**config.mk**
```make
export PLATFORM = sky130hd
export DESIGN_NAME = hazard_unit_v2_flat
export DESIGN_NICKNAME = d
export VERILOG_FILES = /design/src/rtl/hazard_pkg.sv /design/src/rtl/hazard_unit_v2_if.sv /design/src/rtl/hazard_match.sv /design/src/rtl/hazard_unit_v2.sv /design/src/flat_wrapper.sv
export SDC_FILE = /design/constraint.sdc
export NUM_CORES = 1
export LEC_CHECK = 0
export CELL_PAD_IN_SITES_DETAIL_PLACEMENT = 1
export CELL_PAD_IN_SITES_GLOBAL_PLACEMENT = 1
export CORE_ASPECT_RATIO = 1.25
export CORE_MARGIN = 2
export CORE_UTILIZATION = 29
export DETAILED_ROUTE_END_ITERATION = 8
export PLACE_DENSITY = 0.75
export SETUP_SLACK_MARGIN = 0.02
export SLEW_MARGIN = 15
export SYNTH_ARGS = -nofsm -noshare
export SYNTH_HDL_FRONTEND = slang
export SYNTH_SLANG_ARGS = --single-unit
```
**constraint.sdc**
```tcl
create_clock -name i_clk -period 2.66 [get_ports i_clk]
set_input_delay 0.665 -clock i_clk [delete_from_list [all_inputs] [get_ports i_clk]]
set_output_delay 0.665 -clock i_clk [all_outputs]
set_load 0.01 [all_outputs]
```
**src/rtl/hazard_pkg.sv**
```systemverilog
// rtl/hazard_pkg.sv - shared types and constants for the RV32I hazard/forwarding controller
package hazard_pkg;

  typedef enum logic [1:0] {
    RUN  = 2'd0,
    LDU  = 2'd1,
    MCW  = 2'd2,
    MEMW = 2'd3
  } hz_state_e;

  localparam logic [1:0] FWD_REG   = 2'b00;
  localparam logic [1:0] FWD_EXMEM = 2'b01;
  localparam logic [1:0] FWD_MEMWB = 2'b10;

  localparam logic [1:0] WB_LOAD = 2'b10;

  localparam int ST_PC    = 0;
  localparam int ST_IFID  = 1;
  localparam int ST_IDEX  = 2;
  localparam int ST_EXMEM = 3;

  localparam int FL_IFID  = 0;
  localparam int FL_IDEX  = 1;
  localparam int FL_EXMEM = 2;
  localparam int FL_MEMWB = 3;

  localparam logic [3:0] STALL_NONE  = 4'b0000;
  localparam logic [3:0] STALL_FRONT = 4'((1 << ST_PC) | (1 << ST_IFID) | (1 << ST_IDEX));
  localparam logic [3:0] STALL_ALL   = 4'(STALL_FRONT | (1 << ST_EXMEM));

  localparam logic [3:0] FLUSH_NONE   = 4'b0000;
  localparam logic [3:0] FLUSH_EXMEM  = 4'(1 << FL_EXMEM);
  localparam logic [3:0] FLUSH_MEMWB  = 4'(1 << FL_MEMWB);
  localparam logic [3:0] FLUSH_BRANCH = 4'((1 << FL_IFID) | (1 << FL_IDEX) | (1 << FL_EXMEM));

endpackage

```
**src/rtl/hazard_unit_v2_if.sv**
```systemverilog
// rtl/hazard_unit_v2_if.sv - pipeline-side signal bundle of the hazard controller
interface hazard_unit_v2_if #(
  parameter int ADDR_W = 5,
  parameter int CNT_W  = 32
);
  logic [ADDR_W-1:0] id_ex_rs1addr;
  logic [ADDR_W-1:0] id_ex_rs2addr;
  logic              id_ex_rs1used;
  logic              id_ex_rs2used;
  logic              id_ex_mcstart;
  logic              mc_done;
  logic [ADDR_W-1:0] ex_mem_rdaddr;
  logic              ex_mem_rdwren;
  logic [1:0]        ex_mem_wbsel;
  logic              ex_mem_brsel;
  logic              ex_mem_dmemreq;
  logic              dmem_ack;
  logic [ADDR_W-1:0] mem_wb_rdaddr;
  logic              mem_wb_rdwren;
  logic [3:0]        stall;
  logic [3:0]        flush;
  logic [1:0]        fwd_rs1sel;
  logic [1:0]        fwd_rs2sel;
  logic              mc_kill;
  logic [CNT_W-1:0]  stall_cnt;

  modport master (
    output id_ex_rs1addr, id_ex_rs2addr, id_ex_rs1used, id_ex_rs2used, id_ex_mcstart,
           mc_done, ex_mem_rdaddr, ex_mem_rdwren, ex_mem_wbsel, ex_mem_brsel,
           ex_mem_dmemreq, dmem_ack, mem_wb_rdaddr, mem_wb_rdwren,
    input  stall, flush, fwd_rs1sel, fwd_rs2sel, mc_kill, stall_cnt
  );

  modport slave (
    input  id_ex_rs1addr, id_ex_rs2addr, id_ex_rs1used, id_ex_rs2used, id_ex_mcstart,
           mc_done, ex_mem_rdaddr, ex_mem_rdwren, ex_mem_wbsel, ex_mem_brsel,
           ex_mem_dmemreq, dmem_ack, mem_wb_rdaddr, mem_wb_rdwren,
    output stall, flush, fwd_rs1sel, fwd_rs2sel, mc_kill, stall_cnt
  );
endinterface

```
**src/rtl/hazard_match.sv**
```systemverilog
// rtl/hazard_match.sv - RAW comparator between one producer rd and one consumer rs
module hazard_match #(
  parameter int ADDR_W = 5
) (
  input  logic [ADDR_W-1:0] rd_i,
  input  logic              rdwren_i,
  input  logic [ADDR_W-1:0] rs_i,
  input  logic              rsused_i,
  output logic              match_o
);
  // x0 is hardwired zero, so a write to it never creates a dependency
  assign match_o = rdwren_i && rsused_i && (rd_i != '0) && (rd_i == rs_i);
endmodule

```
**src/rtl/hazard_unit_v2.sv**
```systemverilog
// rtl/hazard_unit_v2.sv - stall/flush/forwarding controller for the 5-stage RV32I pipeline
module hazard_unit_v2
  import hazard_pkg::*;
#(
  parameter int ADDR_W   = 5,
  parameter bit FWD_EN   = 1'b1,
  parameter int LOAD_LAT = 1,
  parameter int CNT_W    = 32
) (
  input logic             i_clk,
  input logic             i_rst_n,
  hazard_unit_v2_if.slave hz
);

  // the triggering cycle is itself the first bubble
  localparam logic [2:0] BUB_INIT = 3'(LOAD_LAT - 1);

  hz_state_e        state_q, state_d;
  logic [2:0]       bub_q, bub_d;
  logic [CNT_W-1:0] cnt_q, cnt_d;

  logic [3:0] stall_c, flush_c;
  logic       kill_c;
  logic [1:0] fwd1_c, fwd2_c;

  logic ex_rs1, ex_rs2, wb_rs1, wb_rs2;
  logic ex_load, ldu_hit, raw_hit, mem_wait;

  hazard_match #(.ADDR_W(ADDR_W)) u_ex_rs1 (
    .rd_i(hz.ex_mem_rdaddr), .rdwren_i(hz.ex_mem_rdwren),
    .rs_i(hz.id_ex_rs1addr), .rsused_i(hz.id_ex_rs1used), .match_o(ex_rs1));
  hazard_match #(.ADDR_W(ADDR_W)) u_ex_rs2 (
    .rd_i(hz.ex_mem_rdaddr), .rdwren_i(hz.ex_mem_rdwren),
    .rs_i(hz.id_ex_rs2addr), .rsused_i(hz.id_ex_rs2used), .match_o(ex_rs2));
  hazard_match #(.ADDR_W(ADDR_W)) u_wb_rs1 (
    .rd_i(hz.mem_wb_rdaddr), .rdwren_i(hz.mem_wb_rdwren),
    .rs_i(hz.id_ex_rs1addr), .rsused_i(hz.id_ex_rs1used), .match_o(wb_rs1));
  hazard_match #(.ADDR_W(ADDR_W)) u_wb_rs2 (
    .rd_i(hz.mem_wb_rdaddr), .rdwren_i(hz.mem_wb_rdwren),
    .rs_i(hz.id_ex_rs2addr), .rsused_i(hz.id_ex_rs2used), .match_o(wb_rs2));

  assign ex_load  = (hz.ex_mem_wbsel == WB_LOAD);
  assign ldu_hit  = (ex_rs1 || ex_rs2) && ex_load;
  assign raw_hit  = ex_rs1 || ex_rs2 || wb_rs1 || wb_rs2;
  assign mem_wait = hz.ex_mem_dmemreq && !hz.dmem_ack;

  always_comb begin
    state_d = RUN;
    bub_d   = bub_q;
    stall_c = STALL_NONE;
    flush_c = FLUSH_NONE;
    kill_c  = 1'b0;
    if (mem_wait) begin
      state_d = MEMW;
      stall_c = STALL_ALL;
      flush_c = FLUSH_MEMWB;
    end else if (hz.ex_mem_brsel) begin
      bub_d   = '0;
      flush_c = FLUSH_BRANCH;
      kill_c  = (state_q == MCW);
    end else if (state_q == MCW) begin
      // on mc_done the MDU op leaves EX this edge; its mcstart must not re-arm MCW
      if (!hz.mc_done) begin
        state_d = MCW;
        stall_c = STALL_FRONT;
        flush_c = FLUSH_EXMEM;
      end
    end else if (state_q == LDU && bub_q != '0) begin
      state_d = LDU;
      bub_d   = bub_q - 3'd1;
      stall_c = STALL_FRONT;
      flush_c = FLUSH_EXMEM;
    end else if (hz.id_ex_mcstart) begin
      state_d = MCW;
      stall_c = STALL_FRONT;
      flush_c = FLUSH_EXMEM;
    end else if (FWD_EN && ldu_hit) begin
      state_d = LDU;
      bub_d   = BUB_INIT;
      stall_c = STALL_FRONT;
      flush_c = FLUSH_EXMEM;
    end else if (!FWD_EN && raw_hit) begin
      stall_c = STALL_FRONT;
      flush_c = FLUSH_EXMEM;
    end
  end

  // a load in EX/MEM has no data yet, so only non-loads forward from there
  always_comb begin
    fwd1_c = FWD_REG;
    fwd2_c = FWD_REG;
    if (FWD_EN) begin
      if (ex_rs1 && !ex_load) fwd1_c = FWD_EXMEM;
      else if (wb_rs1)        fwd1_c = FWD_MEMWB;
      if (ex_rs2 && !ex_load) fwd2_c = FWD_EXMEM;
      else if (wb_rs2)        fwd2_c = FWD_MEMWB;
    end
  end

  always_comb begin
    cnt_d = cnt_q;
    if (stall_c[ST_PC] && cnt_q != '1) cnt_d = cnt_q + 1'b1;
  end

  always_ff @(posedge i_clk) begin
    if (!i_rst_n) begin
      state_q <= RUN;
      bub_q   <= '0;
      cnt_q   <= '0;
    end else begin
      state_q <= state_d;
      bub_q   <= bub_d;
      cnt_q   <= cnt_d;
    end
  end

  assign hz.stall      = stall_c;
  assign hz.flush      = flush_c;
  assign hz.mc_kill    = kill_c;
  assign hz.fwd_rs1sel = fwd1_c;
  assign hz.fwd_rs2sel = fwd2_c;
  assign hz.stall_cnt  = cnt_q;

endmodule

```
**src/flat_wrapper.sv**
```systemverilog
// flat-port wrapper written by rule: the top's interface ports become plain ports
module hazard_unit_v2_flat import hazard_pkg::*;
#(
  parameter int ADDR_W   = 5,
  parameter bit FWD_EN   = 1'b1,
  parameter int LOAD_LAT = 1,
  parameter int CNT_W    = 32
)
  (i_clk, i_rst_n, hz_id_ex_rs1addr, hz_id_ex_rs2addr, hz_id_ex_rs1used, hz_id_ex_rs2used, hz_id_ex_mcstart, hz_mc_done, hz_ex_mem_rdaddr, hz_ex_mem_rdwren, hz_ex_mem_wbsel, hz_ex_mem_brsel, hz_ex_mem_dmemreq, hz_dmem_ack, hz_mem_wb_rdaddr, hz_mem_wb_rdwren, hz_stall, hz_flush, hz_fwd_rs1sel, hz_fwd_rs2sel, hz_mc_kill, hz_stall_cnt);
  hazard_unit_v2_if #(.ADDR_W(ADDR_W), .CNT_W(CNT_W)) hz_i ();
  input logic i_clk;
  input logic i_rst_n;
  input wire logic [$bits(hz_i.id_ex_rs1addr)-1:0] hz_id_ex_rs1addr;
  input wire logic [$bits(hz_i.id_ex_rs2addr)-1:0] hz_id_ex_rs2addr;
  input wire logic [$bits(hz_i.id_ex_rs1used)-1:0] hz_id_ex_rs1used;
  input wire logic [$bits(hz_i.id_ex_rs2used)-1:0] hz_id_ex_rs2used;
  input wire logic [$bits(hz_i.id_ex_mcstart)-1:0] hz_id_ex_mcstart;
  input wire logic [$bits(hz_i.mc_done)-1:0] hz_mc_done;
  input wire logic [$bits(hz_i.ex_mem_rdaddr)-1:0] hz_ex_mem_rdaddr;
  input wire logic [$bits(hz_i.ex_mem_rdwren)-1:0] hz_ex_mem_rdwren;
  input wire logic [$bits(hz_i.ex_mem_wbsel)-1:0] hz_ex_mem_wbsel;
  input wire logic [$bits(hz_i.ex_mem_brsel)-1:0] hz_ex_mem_brsel;
  input wire logic [$bits(hz_i.ex_mem_dmemreq)-1:0] hz_ex_mem_dmemreq;
  input wire logic [$bits(hz_i.dmem_ack)-1:0] hz_dmem_ack;
  input wire logic [$bits(hz_i.mem_wb_rdaddr)-1:0] hz_mem_wb_rdaddr;
  input wire logic [$bits(hz_i.mem_wb_rdwren)-1:0] hz_mem_wb_rdwren;
  output wire logic [$bits(hz_i.stall)-1:0] hz_stall;
  output wire logic [$bits(hz_i.flush)-1:0] hz_flush;
  output wire logic [$bits(hz_i.fwd_rs1sel)-1:0] hz_fwd_rs1sel;
  output wire logic [$bits(hz_i.fwd_rs2sel)-1:0] hz_fwd_rs2sel;
  output wire logic [$bits(hz_i.mc_kill)-1:0] hz_mc_kill;
  output wire logic [$bits(hz_i.stall_cnt)-1:0] hz_stall_cnt;
  assign hz_i.id_ex_rs1addr = hz_id_ex_rs1addr;
  assign hz_i.id_ex_rs2addr = hz_id_ex_rs2addr;
  assign hz_i.id_ex_rs1used = hz_id_ex_rs1used;
  assign hz_i.id_ex_rs2used = hz_id_ex_rs2used;
  assign hz_i.id_ex_mcstart = hz_id_ex_mcstart;
  assign hz_i.mc_done = hz_mc_done;
  assign hz_i.ex_mem_rdaddr = hz_ex_mem_rdaddr;
  assign hz_i.ex_mem_rdwren = hz_ex_mem_rdwren;
  assign hz_i.ex_mem_wbsel = hz_ex_mem_wbsel;
  assign hz_i.ex_mem_brsel = hz_ex_mem_brsel;
  assign hz_i.ex_mem_dmemreq = hz_ex_mem_dmemreq;
  assign hz_i.dmem_ack = hz_dmem_ack;
  assign hz_i.mem_wb_rdaddr = hz_mem_wb_rdaddr;
  assign hz_i.mem_wb_rdwren = hz_mem_wb_rdwren;
  assign hz_stall = hz_i.stall;
  assign hz_flush = hz_i.flush;
  assign hz_fwd_rs1sel = hz_i.fwd_rs1sel;
  assign hz_fwd_rs2sel = hz_i.fwd_rs2sel;
  assign hz_mc_kill = hz_i.mc_kill;
  assign hz_stall_cnt = hz_i.stall_cnt;
  hazard_unit_v2 #(.ADDR_W(ADDR_W), .FWD_EN(FWD_EN), .LOAD_LAT(LOAD_LAT), .CNT_W(CNT_W)) u_core (.i_clk(i_clk), .i_rst_n(i_rst_n), .hz(hz_i));
endmodule
```
# Word-level counts from Yosys, hierarchy flattened
# Index checks and enable logic that the tools add are counted.
# word_totals
in_bits,33
ff_bits,37
word_cells,74
out_inout_bits,45
# op_classes
mux,32
addsub,2
n_bitwise,1
n_reduce_logical,26
eq_ne,10
# op_table
cell,count
two-way mux 4 bit,10
adder 32 x 1 -> 32 bit (second input constant),1
inequality test 32 bit (second input constant),1
two-way mux 3 bit,9
equality test 5 bit,4
two-way mux 2 bit,10
logical AND 1 bit,18
nonzero test 5 bit,2
nonzero test 3 bit,2
equality test 2 bit (second input constant),2
AND reduction 4 bit,1
two-way mux 1 bit,3
inequality test 3 x 1 -> 1 bit (second input constant),1
subtractor 3 x 1 -> 3 bit (second input constant),1
equality test 2 x 1 -> 1 bit (second input constant),1
zero test 1 bit,2
inequality test 2 bit (second input constant),1
logical OR 1 bit,1
inverter 1 bit,1

# Logic depth before layout (Yosys ltp)
# depth
word_depth,12
mapped_depth,11
depth_no_buf,9

# Cells and area by module
# A second synthesis with hierarchy kept.
# hier_totals
hier_cells,320
hier_area_um2,2602.5
# by_module_without_submodules
mod,n_inst,cells_per_inst,seq_area_each_um2,area_per_inst_um2
hazard_unit_v2,1,280,740.7,2297.2
hazard_match,4,10,0.0,76.3

# Worst setup path before layout
# Ideal clock, no wire load.
# synth_timing
path_type,input-to-output
startpoint,in hz_ex_mem_rdaddr[0]
endpoint,out hz_stall[1]
stages,6
path_buffers,1
arrival_ns,2.024
required_time_ns,1.995
path_slack_ns,-0.029
cell_sequence,or4_1 o21ai_1 nor2b_1 o211ai_4 nand2_1 buf_4
# synth_via
elab_chain_cells,11
elab_cells_between_ends,15
classes_between,eq/ne (2); mux (6); reduce/logical (7)
# synth_rtl
element,line_no,rtl
start: declaration,flat_wrapper.sv:19,input wire logic [$bits(hz_i.ex_mem_rdaddr)-1:0] hz_ex_mem_rdaddr;
nonzero test 5 bit,hazard_match.sv:12,assign match_o = rdwren_i && rsused_i && (rd_i != '0) && (rd_i == rs_i);
logical AND 1 bit (2 in a row),hazard_match.sv:12,
logical OR 1 bit *,hazard_unit_v2.sv:43,assign ldu_hit = (ex_rs1 || ex_rs2) && ex_load;
logical AND 1 bit *,hazard_unit_v2.sv:43,
two-way mux 3 bit *,hazard_unit_v2.sv:77,end else if (FWD_EN && ldu_hit) begin
two-way mux 4 bit *,hazard_unit_v2.sv:73,end else if (hz.id_ex_mcstart) begin
two-way mux 4 bit *,hazard_unit_v2.sv:68,end else if (state_q == LDU && bub_q != '0) begin
two-way mux 4 bit *,hazard_unit_v2.sv:61,end else if (state_q == MCW) begin
two-way mux 4 bit *,hazard_unit_v2.sv:57,end else if (hz.ex_mem_brsel) begin
two-way mux 4 bit *,hazard_unit_v2.sv:53,if (mem_wait) begin
end: declaration,flat_wrapper.sv:27,output wire logic [$bits(hz_i.stall)-1:0] hz_stall;
# Mark *: on every way between the ends. The rest lies on a longest branch, timed or not.

# Worst setup path after layout
# layout_timing
startpoint,in hz_ex_mem_rdaddr[0]
endpoint,out hz_flush[2]
# layout_via
elab_chain_cells,11
elab_cells_between_ends,15
classes_between,eq/ne (2); mux (6); reduce/logical (7)
# layout_rtl
element,line_no,rtl
nonzero test 5 bit,hazard_match.sv:12,
logical AND 1 bit (2 in a row),hazard_match.sv:12,
logical OR 1 bit *,hazard_unit_v2.sv:43,
logical AND 1 bit *,hazard_unit_v2.sv:43,
two-way mux 3 bit *,hazard_unit_v2.sv:77,
two-way mux 4 bit *,hazard_unit_v2.sv:73,
two-way mux 4 bit *,hazard_unit_v2.sv:68,
two-way mux 4 bit *,hazard_unit_v2.sv:61,
two-way mux 4 bit *,hazard_unit_v2.sv:57,
two-way mux 4 bit *,hazard_unit_v2.sv:53,
end: declaration,flat_wrapper.sv:28,output wire logic [$bits(hz_i.flush)-1:0] hz_flush;
# Marked as above.

==> impl_metrics.ini <==
[timing]
hold_viol_final = 0
slew_violations = 0
tightest_slew_ns = 0.340
min_period_over_period_pct = 103
fin_ws_ns = -0.0865
fin_worst_skew_ns = 0.00305
finalSetupViolations = 6
slew_headroom_pct = 77.3
period_minus_slack_ns = 2.75
max_clock_freq_ghz = 0.364
rsz0062_at_grt = true

[final_layout]
final_area_sq_um = 3620
synthToLayoutAreaGrowth_pct = 58.0
fin_util_pct = 46.7
nNetsFinal = 444
drive_gt1_share_pct = 23.3
finalNonFillerCells = 503
antenna-diode-count = 0

[setup_path]
cp_max_fo = 2
path_cells = buf_6 > buf_6 > xor2_2 > nor4_2 > nand3_1 > buf_4 > nand2_2 > a21o_1 > a21oi_2 > nor2_1 > buf_2
cp_slowest_cell = nor4_2
crit_path_max_incr_delay_ns = 0.31
crit_required_ns = 2.00
end_kind = output port
crit_top_cell = buf_6
crit_type = in -> out
worst_ep_arrival_time_ns = 2.08
cp-start-kind = primary input
r2r_slack_ns = 0.37

[synthesis]
synth_top_area_cell = dfxtp_1
ys_types = 43
synth_area_sq_um = 2290
ys_warn_count = 0
synth_nets = 323
ys.flop_type = dfxtp_1
yosys-top-cells-area = dfxtp_1, xor2_1, nand2_1
syn_inst = 287
seq_area_frac_synth_pct = 32.3
synth-edff-count = 0
synthArstFlopShare_pct = 0
synth_seq_cells = 37
netlist.area_leader.share_pct = 32.3
synth.avg_cell_area_sq_um = 7.99

[floorplanning]
rows = 36
io_pins = 78
dieWidth_microns = 83.5
die_h_microns = 103
die_area_sq_um = 8640
initial_core_util_pct = 29.6
core-area_sq_um = 7750

[cts]
cts_sinks = 37
clockBufferDepth = 2
ctsHoldBuffers = 0
cts_buffers = 5
clk_latency_ns = 0.29
cts_tree = yes
clk_pin_slew_ns = 0.07
clock_tree.root_cell = clkbuf_8
htree_levels = 2

[grt]
antenna_found_initial = 0
grt_overflow = 0
grt_pass1_vias = 2760
grt.total_usage_pct = 18.5
grt_start_max_net_pins = 23
grt_pass1_wl_microns = 12900

[placement]
place_area_sq_um = 3410
port_buffers = 77
dp.cells = 488
hpwlAfterDp_microns = 5960
dp_slack_ns = -0.890
globalplace.congestion = 0.832

[route]
wl_met2_microns = 4610
drtAntennaViolNets = 0
wirelength_microns = 8020
met3_length_microns = 377
dr.first_iter.drc_count = 65
wl_per_cell_microns = 16.0
drc = 0
vias_per_cell = 5.17
vias = 2601
top_layer = met4
firstDrtPassIters = 4
wl_met1_microns = 2890

[power]
p_leak_nw = 1.44
powerDensity_nw_per_um2 = 343
power_mw = 1.24
max-vdd-ir-drop_mv = 0.209

[run_status]
status = complete, but fails checks
violations = setup timing

[min_path]
hold_path.class = reg -> reg

[flow_run]
drv_cap = 0
## Yosys cell counts, drive strengths merged (4+ instances only)
cell type and n:
inv 10, nor2 14, nor4 5, nand2b 15, and3 8, xnor2 9
nor3 7, nand3 17, nand2 35, nand4 7, buf 8, clkbuf 4
mux2i 10, or4 6, a21o 5, o31ai 4, dfxtp 37, or3 6
and4 6, xor2 16, a21oi 21, o21ai 14
## critical path: cells and delay by family
family	cells	cell delay (ns)
simple gates	4	0.58
buf+inv	4	0.50
compound gates	2	0.18
xor+xnor	1	0.14
## layout by cell type, fill, tap and decap left out, types with 4 or more instances in the layout
cell,n
nand4_1,7
buf_4,45
or4_1,4
xor2_1,13
and3_1,7
nand2_1,33
o31ai_1,4
a21oi_1,18
clkdlybuf4s50_1,45
nor3_1,4
nand3_1,16
xnor2_1,9
buf_6,10
nor2_1,14
clkbuf_8,6
a21o_1,5
dlygate4sd2_1,11
or3_1,6
mux2i_1,10
nand2b_1,15
and4_1,6
dfxtp_1,37
o21ai_0,12
inv_1,10
buf_2,11
## registers in the layout (all words and copies together) (netlist names)
register             flops
u_core.bub_q             3
u_core.state_q           2
u_core.hz.stall_cnt     32
## worst paths after layout
path,to,startpoint,depth (start not counted)
max reg2reg,u_core.hz.stall_cnt[11],u_core.bub_q[0],11
max,hz_flush[2],hz_ex_mem_rdaddr[0],11
min,u_core.bub_q[1],u_core.bub_q[1],2
min reg2reg,u_core.bub_q[1],u_core.bub_q[1],2
## logic make-up after synthesis
family | share of synthesized area (%)
and+or+nand+nor | 32.0
muxes | 4.37
AOI/OAI and AO/OA | 15.0
buffers and inverters | 5.13
adders and majority gates | 1.64
xor gates and xnor gates | 9.55
DFF | 32.3
## per-layer routing
layer  vias up  global-route usage (%)
met5         -                       0
met4         0                    6.58
met3        10                    3.57
met2        79                    38.3
met1      1254                    18.4
li1       1258                       -
## final cells by class
cell class	count	area (sq um)
fill	956	4130
multi-input combinational	228	1550
timing repair buffer	126	1090
sequential	37	741
tap	95	119
clock buffer	7	86.3
inverter	10	37.5
## report_power, final
part	switching, mW	internal, mW
registers	0.00718	0.560
logic	0.135	0.140
clock network	0.196	0.206
## metrics by stage
stage	setup TNS, ns	hold slack, ns
after floorplan	0	0.425
after global placement	-18.81	0.439
after detailed placement	-21.55	0.454
after CTS	-0.258	0.472
after global routing	-1.15	0.517
final	-0.288	0.478
## what timing repair did
action | CTS | global route
buffers inserted | 5 | 4
pin swaps | 22 | 13
gates resized for setup | 113 | 11
setup endpoints to repair | 43 | 20
(Power assumes the default switching activity.)
